## config.mk

```make
export PLATFORM = sky130hd
export DESIGN_NAME = pe_layer_cfg_seq
export DESIGN_NICKNAME = d
export VERILOG_FILES = /design/src/rtl/pe_layer_cfg_seq.sv
export SDC_FILE = /design/constraint.sdc
export NUM_CORES = 1
export LEC_CHECK = 0
export ABC_AREA = 1
export CORE_ASPECT_RATIO = 0.8
export CORE_MARGIN = 10
export CORE_UTILIZATION = 61
export DETAILED_ROUTE_END_ITERATION = 6
export PLACE_DENSITY = 0.93
export SLEW_MARGIN = 20
export SYNTH_ARGS = -nofsm -noshare
export SYNTH_HDL_FRONTEND = slang
export SYNTH_SLANG_ARGS = --single-unit
```

## constraint.sdc

```tcl
create_clock -name clk -period 5.38 [get_ports clk]
set_input_delay 1.076 -clock clk [delete_from_list [all_inputs] [get_ports clk]]
set_output_delay 1.076 -clock clk [all_outputs]
set_load 0.01 [all_outputs]
```

## src/rtl/pe_layer_cfg_seq.sv

```systemverilog
// Per-PE DNN layer configuration register file with a built-in layer sequencer.
// Holds the layer count and per-layer activation counts, written over the boot-time
// configuration path, then steps through the layers on controller handshakes and
// presents registered in/out activation counts to the PE datapath.
module pe_layer_cfg_seq #(
   parameter int PE_IDX    = 0,
   parameter int MAX_LAYER = 8,
   parameter int ACT_W     = 6,
   parameter int DATA_W    = 16,
   parameter int ADDR_W    = 5,
   localparam int LAYER_W  = $clog2(MAX_LAYER + 1)
) (
   input  logic               clk,
   input  logic               rst,
   input  logic               write_en,
   input  logic [ADDR_W-1:0]  write_addr,
   input  logic [DATA_W-1:0]  write_data,
   input  logic               rd_en,
   input  logic [ADDR_W-1:0]  rd_addr,
   output logic [DATA_W-1:0]  rd_data,
   output logic               rd_valid,
   input  logic               start,
   input  logic               layer_done,
   input  logic               err_clr,
   output logic               busy,
   output logic               done,
   output logic [LAYER_W-1:0] layer_idx,
   output logic [LAYER_W-1:0] layer_no,
   output logic [ACT_W-1:0]   in_act_no,
   output logic [ACT_W-1:0]   out_act_no,
   output logic               cfg_err
);

   // Last address of the activation table (addr 1 .. MAX_LAYER+1).
   localparam logic [ADDR_W-1:0] ACT_LAST = ADDR_W'(MAX_LAYER + 1);

   // PE_IDX only tags instances; a negative index has no meaning and builds nothing.
   if (PE_IDX < 0) begin : g_pe_idx_neg
   end

   typedef enum logic [1:0] {S_IDLE, S_RUN, S_DONE} state_t;

   state_t             state_q, state_d;
   logic [LAYER_W-1:0] layer_no_q, layer_no_d;
   logic [LAYER_W-1:0] idx_q, idx_d;
   logic [LAYER_W-1:0] idx_p1, idx_p2;
   logic [ACT_W-1:0]   act_q [MAX_LAYER+1];
   logic [ACT_W-1:0]   in_q, in_d, out_q, out_d;
   logic               err_q, err_d, err_set;
   logic               busy_q, done_q;
   logic               act_we;
   logic [LAYER_W-1:0] act_widx, act_ridx;
   logic [DATA_W-1:0]  rd_data_q, rd_data_d;
   logic               rd_valid_q;

   // idx+1 and idx+2 stay within the table: idx < layer_no-1 whenever idx+2 is used.
   assign idx_p1   = idx_q + LAYER_W'(1);
   assign idx_p2   = idx_q + LAYER_W'(2);
   assign act_widx = LAYER_W'(write_addr - ADDR_W'(1));
   assign act_ridx = LAYER_W'(rd_addr - ADDR_W'(1));

   // Next-state: config writes, sequencer transitions and sticky error.
   always_comb begin
      state_d    = state_q;
      layer_no_d = layer_no_q;
      idx_d      = idx_q;
      in_d       = in_q;
      out_d      = out_q;
      err_set    = 1'b0;
      act_we     = 1'b0;

      // Writes only land while idle; the sequencer below reads pre-write values.
      if (write_en) begin
         if (state_q != S_IDLE) begin
            err_set = 1'b1;
         end else if (write_addr == '0) begin
            if (write_data > DATA_W'(MAX_LAYER)) err_set = 1'b1;
            else layer_no_d = write_data[LAYER_W-1:0];
         end else if (write_addr <= ACT_LAST) begin
            act_we = 1'b1;
         end else begin
            err_set = 1'b1;
         end
      end

      case (state_q)
         S_IDLE: begin
            if (start) begin
               if (layer_no_q == '0) begin
                  err_set = 1'b1;
               end else begin
                  state_d = S_RUN;
                  idx_d   = '0;
                  in_d    = act_q[0];
                  out_d   = act_q[1];
               end
            end
         end
         S_RUN: begin
            if (layer_done) begin
               if (idx_q == layer_no_q - LAYER_W'(1)) begin
                  state_d = S_DONE;
               end else begin
                  idx_d = idx_p1;
                  in_d  = act_q[idx_p1];
                  out_d = act_q[idx_p2];
               end
            end
         end
         S_DONE:  state_d = S_IDLE;
         default: state_d = S_IDLE;
      endcase

      // A new error on the same edge as a clear keeps the flag set.
      if (err_set)      err_d = 1'b1;
      else if (err_clr) err_d = 1'b0;
      else              err_d = err_q;
   end

   // Read-back mux: unmapped addresses return zero.
   always_comb begin
      rd_data_d = '0;
      if (rd_addr == '0)          rd_data_d = DATA_W'(layer_no_q);
      else if (rd_addr <= ACT_LAST) rd_data_d = DATA_W'(act_q[act_ridx]);
   end

   // Control and sequencer registers.
   always_ff @(posedge clk or posedge rst) begin
      if (rst) begin
         state_q    <= S_IDLE;
         layer_no_q <= '0;
         idx_q      <= '0;
         in_q       <= '0;
         out_q      <= '0;
         err_q      <= 1'b0;
         busy_q     <= 1'b0;
         done_q     <= 1'b0;
      end else begin
         state_q    <= state_d;
         layer_no_q <= layer_no_d;
         idx_q      <= idx_d;
         in_q       <= in_d;
         out_q      <= out_d;
         err_q      <= err_d;
         busy_q     <= (state_d != S_IDLE);
         done_q     <= (state_d == S_DONE);
      end
   end

   // Activation-count table.
   always_ff @(posedge clk or posedge rst) begin
      if (rst) begin
         for (int i = 0; i <= MAX_LAYER; i++) act_q[i] <= '0;
      end else if (act_we) begin
         act_q[act_widx] <= write_data[ACT_W-1:0];
      end
   end

   // Read-back port with one cycle of latency.
   always_ff @(posedge clk or posedge rst) begin
      if (rst) begin
         rd_data_q  <= '0;
         rd_valid_q <= 1'b0;
      end else begin
         rd_valid_q <= rd_en;
         if (rd_en) rd_data_q <= rd_data_d;
      end
   end

   assign rd_data    = rd_data_q;
   assign rd_valid   = rd_valid_q;
   assign busy       = busy_q;
   assign done       = done_q;
   assign layer_idx  = idx_q;
   assign layer_no   = layer_no_q;
   assign in_act_no  = in_q;
   assign out_act_no = out_q;
   assign cfg_err    = err_q;

endmodule
```

* After elaboration in Yosys (flattened, before gate mapping) *
Index checks and enable logic that the tools add are counted.
W data, S select, Z words.

word-level totals
  register bits = 96
  input port bits = 33
  word-level logic and storage cells = 104
  output and inout bits = 40

operators by class
  multiplexer cells = 48
  reduce and logical (&&, ||, !) cells = 11
  add/subtract/negate cells = 5
  equal/unequal tests = 7
  bitwise operators = 6
  order comparisons = 8

operator list
  cell                   count
  $mux W6                17
  $bmux W6 S4            3
  $bwmux W54             1
  $demux W6 S4           1
  $pmux W6 S2            2
  $ge A5 B5 Y1 const B   4
  $not A4 Y5             4
  $gt A16 B4 Y1 const B  1
  $mux W4                4
  $mux W1                14
  $sub A4 B1 Y4 const B  3
  $le A5 B4 Y1 const B   2
  $logic_not A5 Y1       2
  $mux W2                4
  $ne A2 B2 Y1 const B   4
  $pmux W4 S2            1
  $reduce_bool A2 Y1     4
  $lt A5 B1 Y1 const B   1
  $reduce_and A5 Y1      1
  $add A4 B1 Y4 const B  1
  $add A4 B2 Y4 const B  1
  $eq A4 B4 Y1           1
  $logic_not A4 Y1       1
  $pmux W2 S2            1
  other kinds (6)        7

* Depth between registers and ports, before layout *
Gate-level depths: netlist (run 1).

  depth after elaboration = 9
  depth in mapped cells = 14
  mapped depth without buffers = 12

* Worst setup path before layout (run 1) *
No wires, ideal clock.

  path type = input -> register
  start = input port rd_addr[0]
  end = register rd_data_q[4], in the netlist rd_data[4]
  stages on the path = 11
  arrival time = 2.701 ns
  required time = 5.264 ns
  path slack = 2.562 ns
  cells stage by stage = inv_1 -> clkbuf_1 -> ha_1 -> buf_2 -> inv_1 -> clkbuf_1 -> o21ai_0 -> o211ai_1 -> nand3_1 -> nand2_1 -> nand2_1

on the way
  longest elaborated chain between the ends = 7
  elaborated cells between the ends (all ways) = 9
  classes of those cells = add/sub: 1; order compare: 1; mux: 5; bitwise: 1; reduce/logical: 1

ends and longest elaborated chain
  item                                        RTL line  source
  start: declaration                          19        input logic [ADDR_W-1:0] rd_addr,
  $sub A4 B1 Y4                               60        assign act_ridx = LAYER_W'(rd_addr - ADDR_W'(1));
  $not A4 Y5 (not written as such)            124       else if (rd_addr <= ACT_LAST) rd_data_d = DATA_W'(act_q[act_ridx]);
  $bmux W6 S4                                 124
  $mux W6 (not written as such) (2 in a row)  124
  $mux W6                                     124
  $mux W6 *                                   123       if (rd_addr == '0) rd_data_d = DATA_W'(layer_no_q);
  end signal: assignment                      166       if (rd_en) rd_data_q <= rd_data_d;
  end: declaration                            53        logic [DATA_W-1:0] rd_data_q, rd_data_d;

Mark *: on every way between the ends. The rest lies on a longest branch, timed or not. The select of a mux whose other input is x is not followed.
A chain may end at the register's enable or synchronous reset.

* Worst setup path in the final report (run 1) *
  start = input port rd_addr[0]
  end = register rd_data_q[5], in the netlist rd_data[5]

Same word-level chain as after synthesis.

==> flow_summary_export.csv, run 1 <==
group,metric,value,unit
outcome,outcome,"finished clean",
routing,route.vias.total,5904,
floorplan,dieArea,0.0137,mm^2
timing,period_needed,3720,ps
timing,hold_slack,495,ps
routing,viasPerCell,5.84,
worst_hold_path,min-delay-start,"in_act_no[1]",
routing,firstDrtPassIters,6,
routing,drc,0,
final_layout,syn_to_final_growth,14.2,%
final_layout,post-route-util,0.717,
synthesis,synthDistinctLibCells,30,
routing,drt_iter0_markers,969,
power,ir_drop,0.329,mV
final_layout,final_cell_area,0.00654,mm^2
routing,wl_per_cell,16.9,um
clock_tree,cts_resized,0,
routing,antenna_left,0,
floorplan,dieWidth,128,um
timing,fin_tns_setup,0,ps
clock_tree,clock_latency,360,ps
floorplan,initial_core_util,0.628,
clock_tree,cts_setup_buffers,0,
synthesis,synth_seq_cells,86,
timing,finClkSkew,11.0,ps
power,leakagePower,3.22,nW
clock_tree,clkSinkCount,86,
final_layout,drive_gt1_frac,0.0458,
timing,slew_violations,0,
global_route,grt_max_degree,58,
global_route,grt_pass1_wl,27400,um
timing,hold_violations,0,
timing,fin_ws,1660,ps
power,powerDensity,318,mW/mm^2
placement,globalplace.congestion,0.981,
synthesis,synth-seq-area-share,0.376,
clock_tree,numCtsBuffers,9,
clock_tree,clkSlewWorstSetupHoldPaths,80,ps
floorplan,ios,73,
worst_hold_path,hold_class,"flop to flop",
timing,rsz0062_at_grt,"no",
synthesis,syn_area,0.00572,mm^2
global_route,overflow,0,
synthesis,ys_warn_count,0,
clock_tree,cts_root_buffer,"clkbuf_16",
placement,dpl.hpwl,12400,um
routing,drt-total-wl,17100,um
clock_tree,hold_buffers,0,
timing,slew_headroom,0.292,
floorplan,num_rows,31,
global_route,first_global_vias,5368,
floorplan,die_h,107,um
setup_path,r2r_start,"layer_idx[0]",
timing,setup_violations,0,
placement,post-place-ws,1470,ps
global_route,antenna_found_initial,0,
setup_path,crit_fanout,42,
setup_path,endpoint_kind,"flop",
timing,worst_pin_slew,1050,ps
setup_path,cp-startpoint,"rd_addr[0]",
clock_tree,cts_tree,"built",
setup_path,start_kind,"input pin",
synthesis,syn_area_per_cell,6.66,um^2
global_route,track_usage,0.247,
clock_tree,cts_buffer_depth,2,
final_layout,num-nets-final,931,
setup_path,arrival,3970,ps
setup_path,critical_path_required,5630,ps
placement,numPortBuffers,62,
flow_run,cap_violations,0,
clock_tree,cts.htree.levels,3,
setup_path,setup.worst_path.class,"input pin to flop",
timing,fmax,0.269,GHz
timing,min_period_over_period,0.692,
final_layout,diodes,0,
placement,placed_area,0.00622,mm^2
synthesis,syn_inst,859,
floorplan,core,0.00911,mm^2
-- registers in the layout (all words and copies together) (netlist names) --
name / cells
cfg_err: 1
busy: 1
state_q: 2
rd_data: 6
layer_idx: 4
layer_no: 4
rd_valid: 1
act_q: 54
in_act_no: 6
out_act_no: 6
done: 1
-- placed cells by master, fill, tap and decap left out, types with 9 or more instances in the layout --
cell type	synthesis	layout
nor2_1	52	52
inv_1	100	99
o21ai_0	39	39
conb_1	1	10
a21oi_1	31	31
nand2_1	267	267
clkdlybuf4s50_1	0	62
clkbuf_16	0	9
nand3_1	112	112
o21ai_1	65	65
nor3_1	9	9
dfrtp_1	86	86
-- critical path, cell delays in order --
cell and delay (ps):
clkdlybuf4s50_1 460, buf_4 340, inv_1 350, ha_1 520, inv_1 520, o21ai_0 190
o211ai_1 200, nand3_1 150, nand2_1 110, nand2_1 50
-- synth_stat cells --
library cell	number	share of area
o21ai_0	39	0.034
nor2_2	4	0.0044
o21ai_1	65	0.057
ha_1	7	0.015
dfrtp_1	86	0.38
nand3_2	8	0.014
nand3_1	112	0.098
or2_1	1	0.0011
o21ai_2	1	0.0015
inv_1	100	0.066
buf_6	8	0.016
nor2_1	52	0.034
nand3b_1	1	0.0013
or2_2	2	0.0022
o211ai_1	4	0.0052
nor2_8	1	0.0035
nand2_2	2	0.0022
buf_1	1	0.00066
clkbuf_1	21	0.014
nor3_1	9	0.0079
a21oi_1	31	0.027
buf_4	16	0.021
inv_2	2	0.0013
nand2_1	267	0.18
conb_1	1	0.00066
a22oi_1	1	0.0013
xor2_1	5	0.0076
xnor2_1	3	0.0046
buf_2	8	0.0070
nand4_1	1	0.0011
-- logic make-up after synthesis --
| logic type | share of synthesized area |
|---|---|
| compound gates | 0.126 |
| xor+xnor | 0.0122 |
| fa+ha+maj | 0.0153 |
| buf+inv | 0.125 |
| flops | 0.376 |
| other cells | 0.000655 |
| simple gates | 0.345 |
-- cell type report --
class | instances | area, um^2
clock buffer | 9 | 225
fill | 730 | 2580
sequential | 86 | 2150
multi-input combinational | 626 | 2890
clock inverter | 7 | 88.8
inverter | 102 | 384
tap | 115 | 144
timing repair buffer | 66 | 651
-- routing by layer --
| layer | GRT usage | wire, um | vias to the layer above |
|---|---|---|---|
| met2 | 0.362 | 7370 | 382 |
| met1 | 0.331 | 6940 | 2673 |
| li1 | - | - | 2778 |
| met3 | 0.0684 | 2140 | 71 |
| met5 | 0 | 0 | - |
| met4 | 0.114 | 655 | 0 |
-- report_power, final --
part / total [mW] / internal [mW] / leakage [nW] / switching [mW]
Combinational: 0.611 / 0.220 / 1.93 / 0.391
Clock: 0.671 / 0.372 / 0.152 / 0.299
Sequential: 0.796 / 0.734 / 1.14 / 0.0627
Total: 2.08 / 1.33 / 3.22 / 0.753
-- worst paths after layout --
path,slack (ps),to,cells after the start
worst min-delay path,490,in_act_no[1],2
worst max register to register,2500,in_act_no[0],11
min in group asynchronous,1070,layer_no[3],2
worst min register to register,490,in_act_no[1],2
max in group asynchronous,3210,act_q[8],3
worst max-delay path,1660,rd_data[5],10
-- per-stage QoR --
stage,power [mW],cells
after floorplan,1.20,868
after global placement,1.38,995
after detailed placement,1.39,995
after CTS,2.06,1011
after global routing,2.18,1011
final,2.08,1011
(Power assumes the default switching activity.)
==> inputs of run 2 (changes only) <==
Settings changed: CORE_UTILIZATION 61 to 51, PLACE_DENSITY 0.93 to 0.83.
Clock period 5.38 ns to 3.09 ns, I/O delays scaled along.
==> run 2 against run 1 <==
  * Clock-buffer cell count up 1
  * Design area up 1.5%
  * Combinational power up 75%
  * Critical path type is now flop to flop
  * Non-clock buffer count up 10
  * Total power up 69%
==> flow_summary_export.csv, run 2 (synthesis results as in run 1) <==
group,metric,value,unit
placement,globalplace.congestion,1.01,
setup_path,endpoint_kind,"flop",
timing,period_needed,2520,ps
global_route,track_usage,0.217,
setup_path,path_cells,"ha_1, buf_4, inv_1, nand2_1, nor2_1, nand2_1, nor2_1, nor2_1, nand2_1, nand2_1, o21ai_0",
routing,viasPerCell,5.51,
floorplan,dieWidth,138,um
setup_path,path_delay_family,"simple AND/OR/NAND/NOR gates",
clock_tree,cts_resized,0,
power,powerDensity,529,mW/mm^2
outcome,outcome,"finished clean",
global_route,grt_max_degree,50,
routing,drt_iter0_markers,906,
setup_path,crit_top_cell,"nand2_1",
global_route,first_global_vias,5197,
timing,min_period_over_period,0.814,
routing,drt-total-wl,17600,um
floorplan,num_rows,34,
final_layout,final_cell_mix,"nand2_1 (267), nand3_1 (112), inv_1 (99), dfrtp_1 (86), o21ai_1 (65)",
setup_path,critical_path_required,3340,ps
setup_path,r2r_start,"layer_idx[0]",
placement,numPortBuffers,62,
setup_path,cp_slowest_cell,"dfrtp_1",
placement,placed_area,0.00634,mm^2
setup_path,setup.worst_path.class,"flop to flop",
routing,route.vias.total,5789,
timing,worst_pin_slew,977,ps
power,leakagePower,3.26,nW
clock_tree,clkSlewWorstSetupHoldPaths,70,ps
global_route,grt_pass1_wl,28400,um
flow_run,cap_violations,0,
timing,finClkSkew,5.75,ps
routing,wl_per_cell,16.7,um
floorplan,ios,73,
final_layout,largest_register_ff_count,54,
clock_tree,clock_latency,350,ps
clock_tree,cts_root_buffer,"clkbuf_16",
setup_path,start_kind,"flop",
floorplan,core,0.0109,mm^2
clock_tree,cts_tree,"built",
floorplan,dieArea,0.0159,mm^2
clock_tree,hold_buffers,0,
global_route,antenna_found_initial,0,
global_route,overflow,0,
power,ir_drop,0.301,mV
final_layout,mostFrequentLayoutCell,"nand2_1",
floorplan,initial_core_util,0.524,
clock_tree,cts_buffer_depth,2,
final_layout,syn_to_final_growth,15.8,%
final_layout,final_cell_area,0.00663,mm^2
setup_path,path_buf_inv,2,
final_layout,multi_input_area,0.00289,mm^2
setup_path,cp-startpoint,"layer_idx[0]",
timing,setup_violations,0,
routing,antenna_left,0,
final_layout,fillers,1047,
setup_path,arrival,2770,ps
routing,firstDrtPassIters,6,
worst_hold_path,min-delay-start,"in_act_no[2]",
setup_path,crit_fanout,14,
clock_tree,cts_setup_buffers,0,
final_layout,top_register,"act_q",
final_layout,diodes,0,
timing,fmax,0.398,GHz
clock_tree,numCtsBuffers,9,
timing,fin_tns_setup,0,ps
power,power,3.51,mW
final_layout,ff_latch_area,0.00215,mm^2
timing,rsz0062_at_grt,"no",
clock_tree,clkSinkCount,86,
worst_hold_path,hold_class,"flop to flop",
setup_path,max_stage_delay,500,ps
placement,dpl.hpwl,12900,um
timing,hold_violations,0,
floorplan,die_h,115,um
routing,drc,0,
timing,slew_violations,0,
timing,slew_headroom,0.344,
final_layout,drive_gt1_frac,0.0563,
clock_tree,cts.htree.levels,3,
final_layout,num-nets-final,941,
## run 2: changes by cell type in the layout (fill, tap and decap cells not counted)
cell / change
buf_4: +9
bufinv_16: -1
clkinv_2: +1
clkbuf_8: +1
clkinvlp_4: +1
inv_8: -3
clkinv_4: +1
buf_12: +1
## run 2: per-layer routing
| layer | routed length [um] | track usage | up-vias |
|---|---|---|---|
| met5 | 0 | 0 | - |
| met4 | 353 | 0.0603 | 0 |
| met3 | 1500 | 0.0540 | 35 |
| met2 | 7720 | 0.336 | 276 |
| met1 | 7990 | 0.297 | 2673 |
| li1 | - | - | 2805 |
## run 2: cell type report
cell class	count	area share
clock buffers	10	0.0360
clock inverters	6	0.00698
inverters	102	0.0579
multi-input cells	626	0.436
flip-flops and latches	86	0.325
well taps	144	0.0272
repair buffers	76	0.111
## run 2: worst paths after layout
check | to | slack (ps) | cells past startpoint
worst max-delay path | in_act_no[0] | 570 | 11
worst min-delay path | in_act_no[2] | 490 | 2
worst max register to register | in_act_no[0] | 570 | 11
worst min register to register | in_act_no[2] | 490 | 2
max in group asynchronous | out_act_no[5] | 1830 | 3
min in group asynchronous | layer_no[2] | 630 | 2
## run 2: report_power, final
| group | internal (mW) | total (mW) | switching (mW) |
|---|---|---|---|
| clock | 0.571 | 1.05 | 0.483 |
| combinational | 0.395 | 1.07 | 0.672 |
| sequential | 1.28 | 1.39 | 0.109 |
| total | 2.24 | 3.51 | 1.26 |
## run 2: worst register-to-register path: cells and delay by family (launching register included)
family,cells,cell delay (ps)
and+or+nand+nor,7,810
buffers and inverters,2,630
DFF,1,500
adders and majority gates,1,340
AOI/OAI and AO/OA,1,140
## run 2: stage by stage
stage / hold WS [ps] / cells / util / worst slack [ps]
2_1_floorplan: 459 / 868 / - / 250
3_3_place_gp: 472 / 1034 / 0.580 / 453
3_5_place_dp: 477 / 1034 / 0.580 / 430
4_1_cts: 493 / 1050 / 0.606 / 588
5_1_grt: 514 / 1050 / 0.606 / 410
6_report: 488 / 1050 / 0.606 / 575
==> RTL change 1: new RTL, flow settings as in run 2 <==
Set the parameter `ADDR_W` to 6 (it was 5).
--- a/src/rtl/pe_layer_cfg_seq.sv
+++ b/src/rtl/pe_layer_cfg_seq.sv
@@ -7,7 +7,7 @@
    parameter int MAX_LAYER = 8,
    parameter int ACT_W     = 6,
    parameter int DATA_W    = 16,
-   parameter int ADDR_W    = 5,
+   parameter int ADDR_W    = 6,
    localparam int LAYER_W  = $clog2(MAX_LAYER + 1)
 ) (
    input  logic               clk,
Interface: changed (resized rd_addr and write_addr); port bits go from 73 to 75. No check against the original RTL was run, so the function may have changed too.
==> RTL change 1 against run 2 <==
- non-clock buffer count rose by 4
- highest routed layer unchanged
- sequential cell count stayed put
- synthesized area grew 1.1%
- critical path type unchanged
- hold slack better by 0.0013 ns
- wire length decreased by 3.1%
- cell area rose by 1.6%
- worst setup slack improved by 0.28 ns
- total power down 6.6%
- via count decreased by 0.86%
==> RTL change 1: results <==
export IMPL_status="finished clean"
export IMPL_reg2reg_slack_ns=0.85
export IMPL_antenna_found_initial=0
export IMPL_synth_fa_ha_area_share_pct=1.514
export IMPL_grt_max_degree=55
export IMPL_grtUsageMet2_pct=33.75
export IMPL_synth_top_family_by_area="simple AND/OR/NAND/NOR gates"
export IMPL_cpMaxStageDelayCell="buf_4"
export IMPL_use_met1_pct=28.43
export IMPL_critPathKind="flip-flop to flip-flop"
export IMPL_grt_use_met3_pct=4.944
export IMPL_post_route_cells_drive_above_1_share_pct=7.182
export IMPL_drt_iter0_markers=619
export IMPL_critPathMaxStageDelay_ns=0.45
export IMPL_numCtsBuffers=9
export IMPL_ys_seq_area_share_pct=37.19
export IMPL_yosysUniqueCellTypes=34
export IMPL_num_vias=5739
export IMPL_wl_met1_mm=7.760
export IMPL_place_gp_congestion=0.9801
export IMPL_synthArstFlopShare_pct=100.0
export IMPL_power_leakage_uw=0.003303
export IMPL_synth_compound_area_share_pct=13.19
export IMPL_port_buffers=64
export IMPL_synth_common_cells="259 x nand2_1, 120 x nand3_1, 102 x inv_1, 86 x dfrtp_1, 61 x o21ai_1"
export IMPL_top_layer_used="met4"
export IMPL_holdPathEnd="act_q[21]"
export IMPL_worstPathArrival_ns=2.51
export IMPL_post_drt_wl_per_cell_um=16.02
export IMPL_grt_pass1_wl_mm=27.87
export IMPL_reg2reg_depth=9
export IMPL_synth_xor_area_share_pct=1.038
export IMPL_wl_met2_mm=7.486
export IMPL_relSlewSlack_pct=35.68
export IMPL_final_nets=956
export IMPL_irDropWorstVdd_v=0.0003367
export IMPL_grt_pass1_vias=5328
export IMPL_clockBufferDepth=2
export IMPL_end_kind="flip-flop"
export IMPL_detailed_place_hpwl_mm=12.65
export IMPL_routed_wl_met3_mm=1.508
export IMPL_grtUsageTotal_pct=21.20
export IMPL_reg2reg_to="out_act_no[3]"
export IMPL_synth_area_leaders="dfrtp_1 37%, nand2_1 17%, nand3_1 10%, inv_1 6.6%, o21ai_1 5.3%"
export IMPL_path_max_fanout=54
export IMPL_fin_worst_skew_ns=0.007673
export IMPL_hold_start="act_q[21]"
RTL change 1: cell count changes in the layout (fill, tap and decap cells not counted), sizes merged, moves of 2 or more:
cell	delta
inv	+8
a21oi	+7
nand2	-4
nand3	+4
o21ai	-3
or2	-3
buf	+2
clkbuf	+2
clkdlybuf4s50	+2
nand4	+2
nor2	-2
RTL change 1: per-stage QoR:
step	hold slack, ns	setup WS, ns	total power, uW	instance area, sq um	std cells
final	0.4892	0.8502	3277	6734	1063
after global placement	0.4659	0.6417	2187	6437	1047
after CTS	0.4912	0.8462	3268	6734	1063
after global routing	0.5101	0.5647	3448	6734	1063
after detailed placement	0.4760	0.6195	2200	6437	1047
after floorplan	0.4530	0.2502	1907	5821	878
RTL change 1: area by class of cell:
type,count,area [sq um]
timing repair buffer,80,773.2
tap,144,180.2
fill,1030,4242
multi-input combinational,625,2910
clock inverter,4,30.03
inverter,112,421.7
sequential,86,2152
clock buffer,12,266.5
RTL change 1: cells by family after synthesis:
| kind of cell | after synthesis |
|---|---|
| adders and majority gates | 7 |
| xor gates and xnor gates | 6 |
| DFF | 86 |
| buffers and inverters | 167 |
| and+or+nand+nor | 455 |
| AOI/OAI and AO/OA | 147 |
| other | 1 |
RTL change 1: critical path: cells and delay by family, from the launching register on:
family                 cells  cell delay [ns]
AND/OR/NAND/NOR            6             1.15
buffers and inverters      2             0.53
flip-flops                 1             0.38
AO/OA/AOI/OAI              1             0.10
RTL change 1: report_power, final:
part	total, uW	internal [uW]	leakage [uW]	switching [uW]
Combinational	898	338	0.00200	559
Clock	1080	613	0.000145	463
Sequential	1300	1230	0.00116	73.8
Total	3280	2180	0.00330	1100
==> RTL change 2: new RTL, settings of run 2 <==
Made on the original files. The 3 states of `state_t` get a one-hot encoding in 3 bits.
--- a/src/rtl/pe_layer_cfg_seq.sv
+++ b/src/rtl/pe_layer_cfg_seq.sv
@@ -38,7 +38,7 @@
    if (PE_IDX < 0) begin : g_pe_idx_neg
    end
 
-   typedef enum logic [1:0] {S_IDLE, S_RUN, S_DONE} state_t;
+   typedef enum logic [2:0] {S_IDLE = 3'b001, S_RUN = 3'b010, S_DONE = 3'b100} state_t;
 
    state_t             state_q, state_d;
    logic [LAYER_W-1:0] layer_no_q, layer_no_d;
Formal check against the unedited RTL: same outputs for any inputs over 4 cycles, from zero or initial values and one cycle with rst high; so few cycles prove little.
==> RTL change 2 against run 2 <==
- count of clock-buffer cells in the layout grew 2
- global-route usage grew 0.88 points
- fmax grew 7.6%
- die area grew 2.5%
- sequential power shrank 3%
- sequential cell count grew 1
- synthesized area grew 3.0%
- critical path depth shrank 1
- cell area grew 3.0%
- worst setup slack gained 0.18 ns
- hold slack lost 0.0047 ns
- wire length grew 3.6%
- total power shrank 8.9%
- critical endpoint is now in_act_no[4]
- largest power group unchanged
- highest routed layer unchanged
==> RTL change 2: results <==
export IMPL_status="finished clean"
export IMPL_power_leakage_uw=0.003453
export IMPL_grt_pass1_wl_mm=29.61
export IMPL_final_nets=943
export IMPL_synth_area_leaders="dfrtp_1 37%, nand2_1 16%, nand3_1 11%, inv_1 6.9%, o21ai_1 4.7%"
export IMPL_top_register="act_q"
export IMPL_num_vias=5908
export IMPL_fillers=1040
export IMPL_numCtsBuffers=9
export IMPL_worstPathArrival_ns=2.61
export IMPL_hold_start="in_act_no[3]"
export IMPL_ys_warnings_count=0
export IMPL_postCtsSetupBuffers=0
export IMPL_synth_common_cells="251 x nand2_1, 129 x nand3_1, 108 x inv_1, 86 x dfrtp_1, 55 x o21ai_1"
export IMPL_fin_worst_skew_ns=0.005480
export IMPL_grt_max_degree=53
export IMPL_grt_pass1_vias=5440
export IMPL_yosysUniqueCellTypes=36
export IMPL_post_route_cells_drive_above_1_share_pct=6.725
export IMPL_timing_hold_ws_ns=0.4833
export IMPL_reg2reg_depth=10
export IMPL_cts_resized=0
export IMPL_max_freq_mhz=427.9
export IMPL_irDropWorstVdd_v=0.0003967
export IMPL_synth_xor_area_share_pct=1.189
export IMPL_largest_reg_flops=54
export IMPL_p_sw_uw=982.0
export IMPL_place_gp_congestion=0.9853
export IMPL_holdPathEnd="in_act_no[3]"
export IMPL_detailed_place_hpwl_mm=13.50
export IMPL_port_buffers=62
export IMPL_antenna_found_initial=0
export IMPL_synth_compound_area_share_pct=12.55
export IMPL_dr_pass1_iters=7
export IMPL_synthArstFlopShare_pct=100.0
export IMPL_clockBufferDepth=2
export IMPL_synth_fa_ha_area_share_pct=1.486
export IMPL_post_drt_wl_per_cell_um=17.26
export IMPL_grtUsageTotal_pct=22.59
export IMPL_worstMarginPinSlew_ns=0.7653
export IMPL_ys_seq_area_share_pct=36.96
export IMPL_drt_iter0_markers=941
export IMPL_synth_mux_area_share_pct=0
export IMPL_reg2reg_to="in_act_no[4]"
export IMPL_antenna_diode_count=0
export IMPL_place_ws_ns=0.5797
## RTL change 2: cell families after synthesis
kind of cell	count (synthesis)
XOR/XNOR	8
buffers and inverters	163
flip-flops	87
adder cells (fa/ha/maj)	7
other	1
AO/OA/AOI/OAI	135
AND/OR/NAND/NOR	459
## RTL change 2: power by group through the flow
stage	registers, uW	clock network, uW	logic (uW)
floorplan	1330	0	430
global placement	1360	0	640
detailed placement	1360	0	650
CTS	1340	1180	658
global route	1360	1220	749
finish	1350	1170	673
## RTL change 2: metrics by stage
stage | area (sq um) | cells
floorplan | 5927 | 869
global placement | 6518 | 1040
detailed placement | 6518 | 1040
CTS | 6832 | 1055
global route | 6832 | 1055
finish | 6832 | 1055
## RTL change 2: critical path, cell delays in order (launching register included)
cell	delay (ns)
dfrtp_1	0.45
ha_1	0.52
inv_1	0.45
nand2_1	0.25
nor2_1	0.14
nand2_1	0.06
nor2_1	0.09
nor2_1	0.04
nand2_1	0.07
inv_1	0.05
o21ai_0	0.14
## RTL change 2: layer usage
layer	wire length [um]	GRT usage [%]	share of wire (%)	vias to the layer above
met5	0	0	0	-
met2	8099	34.40	44	305
met3	2009	5.851	11	36
met4	399	6.799	2.2	0
li1	-	-	-	2830
met1	7697	30.96	42	2737
## RTL change 2: worst max-delay path by stage
stage                        end  cells after the start
global placement      rd_data[2]                     10
floorplan               act_q[0]                      1
finish              in_act_no[4]                     10
detailed placement    rd_data[5]                      9
global route        in_act_no[3]                     10
CTS                 in_act_no[3]                     10
## RTL change 2: layout make-up
cell class	count	area share, %
Multi-Input combinational cell	619	43.99
Sequential cell	87	31.89
Timing Repair Buffer	75	10.70
Inverter	111	6.117
Clock buffer	12	3.608
Tap cell	148	2.711
Clock inverter	3	0.9890
